**config.mk**
```make
export PLATFORM = sky130hd
export DESIGN_NAME = jpc_ifetch
export DESIGN_NICKNAME = d
export VERILOG_FILES = /design/src/rtl/jpc_ifetch.sv
export SDC_FILE = /design/constraint.sdc
export NUM_CORES = 1
export LEC_CHECK = 0
export CORE_MARGIN = 2
export CORE_UTILIZATION = 51
export CTS_CLUSTER_SIZE = 25
export DETAILED_ROUTE_END_ITERATION = 12
export GPL_ROUTABILITY_DRIVEN = 0
export PLACE_DENSITY = 0.88
export SLEW_MARGIN = 20
export SYNTH_ARGS = -nofsm -noshare
export SYNTH_HDL_FRONTEND = slang
export SYNTH_SLANG_ARGS = --single-unit
```
**constraint.sdc**
```tcl
create_clock -name clk -period 7.1 [get_ports clk]
set_clock_uncertainty 0.05 [all_clocks]
set_input_delay 1.42 -clock clk [delete_from_list [all_inputs] [get_ports clk]]
set_output_delay 1.42 -clock clk [all_outputs]
set_load 0.02 [all_outputs]
```
**src/rtl/jpc_ifetch.sv**
```systemverilog
// Instruction fetch stage: PC register, req/ack instruction-memory port and instr/valid/ready to decode.
// Optional build macro JPC_IFETCH_ALIGN_CHECK_EN makes a misaligned redirect target a fetch error.
module jpc_ifetch #(
  parameter logic [31:0] RESET_PC       = 32'h0000_0000,
  parameter int unsigned TIMEOUT_CYCLES = 16
) (
  input  logic        clk,
  input  logic        rst,
  output logic        mem_req_O,
  output logic [31:0] mem_addr_O,
  input  logic        mem_ack_I,
  input  logic [31:0] mem_rdata_I,
  input  logic        mem_err_I,
  output logic [31:0] instr_O,
  output logic [31:0] pc_O,
  output logic        instr_valid_O,
  input  logic        instr_ready_I,
  input  logic        redirect_I,
  input  logic [31:0] redirect_pc_I,
  output logic        fetch_err_O
);

  typedef enum logic [2:0] {
    IDLE     = 3'b000,
    WAIT_ACK = 3'b001,
    HOLD     = 3'b011,
    ERROR    = 3'b100
  } state_t;

  localparam logic [7:0] TIMEOUT_LAST = 8'(TIMEOUT_CYCLES - 1);

  state_t      state;
  logic [31:0] pc;
  logic [7:0]  cnt;

  // NOTE: every register here is state, so all assignments are non-blocking.
  always_ff @(posedge clk or posedge rst) begin
    if (rst) begin
      state         <= IDLE;
      pc            <= RESET_PC;
      cnt           <= 8'd0;
      mem_req_O     <= 1'b0;
      mem_addr_O    <= 32'd0;
      instr_O       <= 32'd0;
      pc_O          <= 32'd0;
      instr_valid_O <= 1'b0;
      fetch_err_O   <= 1'b0;
    end else if (redirect_I) begin
      // Redirect wins over ack, handshake and timeout; a coincident ack is dropped.
      mem_req_O     <= 1'b0;
      instr_valid_O <= 1'b0;
      cnt           <= 8'd0;
`ifdef JPC_IFETCH_ALIGN_CHECK_EN
      if (redirect_pc_I[1:0] != 2'b00) begin
        pc          <= redirect_pc_I;
        fetch_err_O <= 1'b1;
        state       <= ERROR;
      end else begin
        pc          <= redirect_pc_I;
        fetch_err_O <= 1'b0;
        state       <= IDLE;
      end
`else
      pc          <= redirect_pc_I & ~32'h3;
      fetch_err_O <= 1'b0;
      state       <= IDLE;
`endif
    end else begin
      case (state)
        IDLE: begin
          mem_req_O  <= 1'b1;
          mem_addr_O <= pc;
          cnt        <= 8'd0;
          state      <= WAIT_ACK;
        end
        WAIT_ACK: begin
          if (mem_ack_I && !mem_err_I) begin
            mem_req_O     <= 1'b0;
            instr_O       <= mem_rdata_I;
            pc_O          <= pc;
            instr_valid_O <= 1'b1;
            pc            <= pc + 32'd4;
            state         <= HOLD;
          end else if (mem_ack_I) begin
            mem_req_O   <= 1'b0;
            fetch_err_O <= 1'b1;
            state       <= ERROR;
          end else if (TIMEOUT_CYCLES != 0 && cnt == TIMEOUT_LAST) begin
            // Request has now been high for exactly TIMEOUT_CYCLES cycles.
            mem_req_O   <= 1'b0;
            fetch_err_O <= 1'b1;
            state       <= ERROR;
          end else begin
            cnt <= cnt + 8'd1;
          end
        end
        HOLD: begin
          if (instr_valid_O && instr_ready_I) begin
            instr_valid_O <= 1'b0;
            state         <= IDLE;
          end
        end
        ERROR: begin
          mem_req_O     <= 1'b0;
          instr_valid_O <= 1'b0;
        end
        // NOTE: unreachable encodings recover to IDLE rather than lock up.
        default: begin
          mem_req_O     <= 1'b0;
          instr_valid_O <= 1'b0;
          state         <= IDLE;
        end
      endcase
    end
  end

endmodule

```
==> results.toml, run 1 <==
[floorplan]
rows = 39
ios = 169
die-area_um2 = 12300
core_area_um2 = 11300
initial_utilization = 0.517
die-height_um = 111
die_w_um = 111

[timing]
setup_viol_count_final = 0
fmax_mhz = 297
hold_viol = 0
holdWs_ns = 0.426
relSlewSlack = 0.483
rsz0062_at_grt = "no"
setup-tns-final_ns = 0
fin_crit_sh = 0.475
slew_violations = 0
tightest_slew_ns = 0.775
period_needed_ns = 3.37

[detailed_routing]
route.detailed.drc = 0
drtIter0Drc = 295
via_per_inst = 5.52
first_pass_iters = 4
num_vias = 4723
ant_nets = 0
drt-wirelength-per-cell_um = 17.7
routed_wl_mm = 15.1

[cts]
ctsHoldBuffers = 0
h-tree-depth = 4
clock_tree.root_cell = "clkbuf_16"
clkTransAtPathRegs_ns = 0.06
cts_tree = "built"
cts_sinks = 136
clk_latency_ns = 0.42
ctsResizeCount = 0
max-clock-path-buffers = 2
cts_made_buffers = 17
postCtsSetupRepairBufs = 0

[setup_path]
path_class = "in2reg"
crit_required_ns = 7.36
cp_max_fo = 17
arrival_ns = 3.63
cp-start-kind = "input port"
end_kind = "flip-flop"

[global_routing]
grt-ovfl-total = 0
antenna_found_initial = 0
grt_pass1_wl_mm = 25.4
grt_max_degree = 90
track_usage = 0.261
grt_pass1_vias = 5037

[power_and_ir_drop]
p_per_area_nw_per_um2 = 420
switchingPower_w = 0.00110
clock_power_share = 0.300
peakVddDrop_uv = 285
swShare = 0.318
seqPwrFrac = 0.348
p_int_w = 0.00237
pwr-share-comb = 0.352
leakage_nw = 3.65
power_w = 0.00347

[final_layout]
final_area_um2 = 8260
finalNetCount = 771
insertedDiodeCount = 0
area_growth_pct = 41.8
finalNonFillerCells = 855
drive_above_1_share = 0.147

[synthesis]
synth_warnings = 0
syn_area_um2 = 5830
seq_area_frac_synth = 0.584
syn_area_per_cell_um2 = 10.8
syn-instance-count = 539
synth.distinct_cells = 37
synth_seq_cells = 136

[hold_path]
holdCritPathClass = "reg2reg"

[placed_design]
placed_area_um2 = 7550
detailed_place_hpwl_mm = 9.99
place_inst = 823
port-buffer-count = 162

[run_status]
status = "finished, final reports clean"

[job]
max_cap_violations = 0
[flip-flops by register name (all words and copies together) (netlist names)]
| register | count |
|---|---|
| instr_O | 32 |
| pc_O | 30 |
| cnt | 8 |
| pc | 30 |
| instr_valid_O | 1 |
| mem_req_O | 1 |
| state | 3 |
| fetch_err_O | 1 |
| mem_addr_O | 30 |
[cells by family after synthesis]
kind of cell / Yosys count / share of synthesized area
compound gates: 55 / 0.0507
xor+xnor: 28 / 0.0421
fa+ha+maj: 2 / 0.00429
buf+inv: 31 / 0.0247
flops: 136 / 0.584
mux: 61 / 0.117
other cells: 1 / 0.000644
simple gates: 225 / 0.176
[layer usage]
layer  up-vias  track usage  routed length (um)
li1       2158            -                   -
met3        23       0.0968                1300
met5         -            0                   0
met4         0        0.107                 307
met1      2344        0.315                6020
met2       198        0.427                7460
[Yosys cell counts]
cell type  count  area [um^2]
and2_1         5         31.3
nor2b_1        2         12.5
nor4_1         3         18.8
buf_2          4         20.0
mux2i_1        2         20.0
nand2_1      142          533
buf_4          4         30.0
o21ai_0       31          155
nand4_1       24          150
nor3_4         1         16.3
o21ai_1        7         35.0
or3_1          2         12.5
nor3_1         3         15.0
o22ai_1        2         12.5
ha_1           2         25.0
or4b_4         1         13.8
clkbuf_1      17         63.8
conb_1         1         3.75
mux2_2        59          664
o31ai_1        1         7.51
a31oi_1        3         18.8
and3_1         7         43.8
dfrtp_1      136         3400
and4_1         1         8.76
nor3_2         1         10.0
a21oi_1        8         40.0
nand2b_1       4         25.0
nand3_1       17         85.1
o211ai_1       1         7.51
o311a_1        1         10.0
nor2_1        11         41.3
buf_1          3         11.3
xor2_1        28          245
buf_6          1         11.3
nor3b_1        1         7.51
inv_1          2         7.51
a22o_1         1         8.76
[power by group through the flow]
stage	logic, W	registers, W	clock network, W
floorplan	0.000300	0.00149	0
global placement	0.00119	0.00120	0
detailed placement	0.00122	0.00122	0
CTS	0.00123	0.00121	0.00105
global route	0.00129	0.00124	0.00109
finish	0.00122	0.00121	0.00104
[critical path, cell delays in order]
cell,delay (ns)
clkdlybuf4s50_1,0.52
or4b_4,0.51
nor3_4,0.55
nand4_1,0.19
xor2_1,0.17
o21ai_0,0.26
[layout make-up]
cell class                      instances  area [um^2]
Timing Repair Buffer                  167         1650
Clock inverter                         10          211
Sequential cell                       136         3400
Fill cell                             752         3010
Inverter                                2         12.5
Tap cell                              143          179
Multi-Input combinational cell        375         2310
Clock buffer                           22          494
[cell usage in the layout, fill, tap and decap left out, types with 4 or more instances in the layout]
cell,count
and3_1,7
o21ai_0,31
conb_1,4
clkbuf_16,17
bufinv_16,6
a21oi_1,8
nand2_1,141
xor2_1,28
nand4_1,24
clkbuf_8,5
o21ai_1,7
buf_4,5
nand3_1,17
nor2_1,11
clkdlybuf4s50_1,161
mux2_2,59
and2_1,4
nand2b_1,4
dfrtp_1,136
[per-stage QoR]
step                worst slack (ns)  utilization
floorplan                       1.99            -
global placement                3.19        0.670
detailed placement              3.10        0.670
CTS                             3.51        0.732
global route                    3.62        0.733
finish                          3.73        0.733
[final timing paths]
kind                                to         from  cells past startpoint  slack, ns
setup / recovery                pc[19]    mem_ack_I                      6       3.73
min in group asynchronous  instr_O[21]          rst                      2       1.47
setup reg to reg                pc[19]     state[1]                      5       4.64
hold reg to reg            instr_O[23]  instr_O[23]                      2       0.43
hold / removal             instr_O[23]  instr_O[23]                      2       0.43
max in group asynchronous  instr_O[27]          rst                      3       4.40
Power figures use the tool's default switching activity.
==> run 2: changes to the inputs <==
Settings changed: CORE_UTILIZATION 51 to 43, PLACE_DENSITY 0.88 to 0.79.
Clock period 7.1 ns to 2.93 ns, I/O delays scaled along.
==> run 2 against run 1 <==
Compared with the run above: combinational power rose by 140%; highest routed layer unchanged; die area grew 18%; worst hold slack is essentially flat; largest power group unchanged; first-iteration DRC count rose by 24%; largest cell class unchanged; critical endpoint is now pc[12].
==> results.toml, run 2 (same netlist as run 1, synthesis figures left out) <==
[floorplan]
core_area_um2 = 13200
rows = 42
die-height_um = 120
die-area_um2 = 14500
initial_utilization = 0.440
ios = 169
die_w_um = 120

[power_and_ir_drop]
p_per_area_nw_per_um2 = 995
p_int_w = 0.00565
peakVddDrop_uv = 582
pwr-share-comb = 0.356
switchingPower_w = 0.00264
seqPwrFrac = 0.354
leakage_nw = 3.66
clock_power_share = 0.290
swShare = 0.318

[final_layout]
top_register = "instr_O"
final_common_cell = "clkdlybuf4s50_1"
largest_reg_flops = 32
layout_common_cells = "clkdlybuf4s50_1 (161), nand2_1 (141), dfrtp_1 (136), mux2_2 (59), o21ai_0 (31)"
drive_above_1_share = 0.153
finalNetCount = 779
final_core_util = 0.629
insertedDiodeCount = 0
area_growth_pct = 42.9

[hold_path]
holdPathEnd = "instr_O[30]"
min_from = "instr_O[30]"
holdPathStages = 2
holdCritPathClass = "reg2reg"

[setup_path]
cp_cell_sequence = "clkdlybuf4s50_1 -> or4b_4 -> nor2_1 -> nand4_1 -> xor2_1 -> o21ai_0"
r2r_slack_ns = 0.77
cp_max_fo = 5
cp_top_family = "simple AND/OR/NAND/NOR gates"
path_class = "in2reg"
crit_path_max_incr_delay_ns = 0.53
end_kind = "flip-flop"
reg2reg_from = "state[1]"
cp-start-kind = "input port"
rr_endpoint = "pc[12]"
crit_required_ns = 3.20
critPathBufInv = 1
slowest_stage = "clkdlybuf4s50_1"
r2r_cells = 5
arrival_ns = 2.51

[cts]
ctsResizeCount = 0
h-tree-depth = 4
clk_latency_ns = 0.42
ctsHoldBuffers = 0
cts_made_buffers = 17
cts_sinks = 136
clkTransAtPathRegs_ns = 0.06
clock_tree.root_cell = "clkbuf_16"
cts_tree = "built"
postCtsSetupRepairBufs = 0
max-clock-path-buffers = 2

[placed_design]
port-buffer-count = 162
detailed_place_hpwl_mm = 10.3
place_ws_ns = 0.299

[timing]
relSlewSlack = 0.498
setup-tns-final_ns = 0
fin_crit_sh = 0.762
fmax_mhz = 448
fin_ws_ns = 0.696
slew_violations = 0
tightest_slew_ns = 0.753
rsz0062_at_grt = "no"
setup_viol_count_final = 0
period_needed_ns = 2.23
hold_viol = 0

[detailed_routing]
wl_met1_mm = 6.31
first_pass_iters = 4
num_vias = 4668
top_layer = "met4"
routed_wl_mm = 15.0
drtIter0Drc = 365
drt-wirelength-per-cell_um = 16.8
dr_wl_met2_mm = 7.30
via_per_inst = 5.21
met3_length_mm = 1.11
ant_nets = 0
route.detailed.drc = 0

[global_routing]
antenna_found_initial = 0
grt_pass1_wl_mm = 24.6
track_usage = 0.219
grt_max_degree = 137
grt_pass1_vias = 4901
grt-ovfl-total = 0

[run_status]
status = "finished, final reports clean"

[job]
max_cap_violations = 0
-- run 2: worst max-delay path by stage --
stage	cells past startpoint	end	from	slack (ns)
2_1_floorplan	1	cnt[0]	rst	0.60
3_3_place_gp	7	pc[28]	mem_ack_I	0.36
3_5_place_dp	6	pc[11]	mem_ack_I	0.30
4_1_cts	7	pc[25]	mem_ack_I	0.72
5_1_grt	6	pc[12]	mem_ack_I	0.61
6_report	6	pc[12]	mem_ack_I	0.70
-- run 2: tightest hold or removal path, delay by kind of cell (launching register included) --
kind             cells  cell delay, ns
flip-flops           1            0.34
AND/OR/NAND/NOR      2            0.10
-- run 2: layer usage --
layer,vias up,GRT usage
met1,2286,0.265
met3,24,0.0703
li1,2182,-
met4,0,0.0952
met5,-,0
met2,176,0.361
-- run 2: per-stage QoR --
step / power (W) / hold WS [ns] / instances / cell area, um^2
6_report: 0.00828 / 0.426 / 896 / 8330
5_1_grt: 0.00868 / 0.452 / 896 / 8330
4_1_cts: 0.00837 / 0.431 / 896 / 8330
3_5_place_dp: 0.00592 / 0.412 / 864 / 7660
3_3_place_gp: 0.00581 / 0.407 / 864 / 7660
2_1_floorplan: 0.00435 / 0.402 / 542 / 5840
-- run 2: area by class of cell --
type / instances / area [um^2]
clock buffers: 19 / 443
repair buffers: 175 / 1730
well taps: 176 / 220
flip-flops and latches: 136 / 3400
clock inverters: 13 / 224
multi-input cells: 375 / 2300
fillers: 1040 / 4920
inverters: 2 / 11.3
-- run 2: power groups by stage --
stage	logic, W	registers (W)	clock network [W]
2_1_floorplan	0.000727	0.00362	0
5_1_grt	0.00315	0.00302	0.00252
3_3_place_gp	0.00291	0.00290	0
6_report	0.00295	0.00293	0.00240
4_1_cts	0.00298	0.00294	0.00244
3_5_place_dp	0.00296	0.00296	0
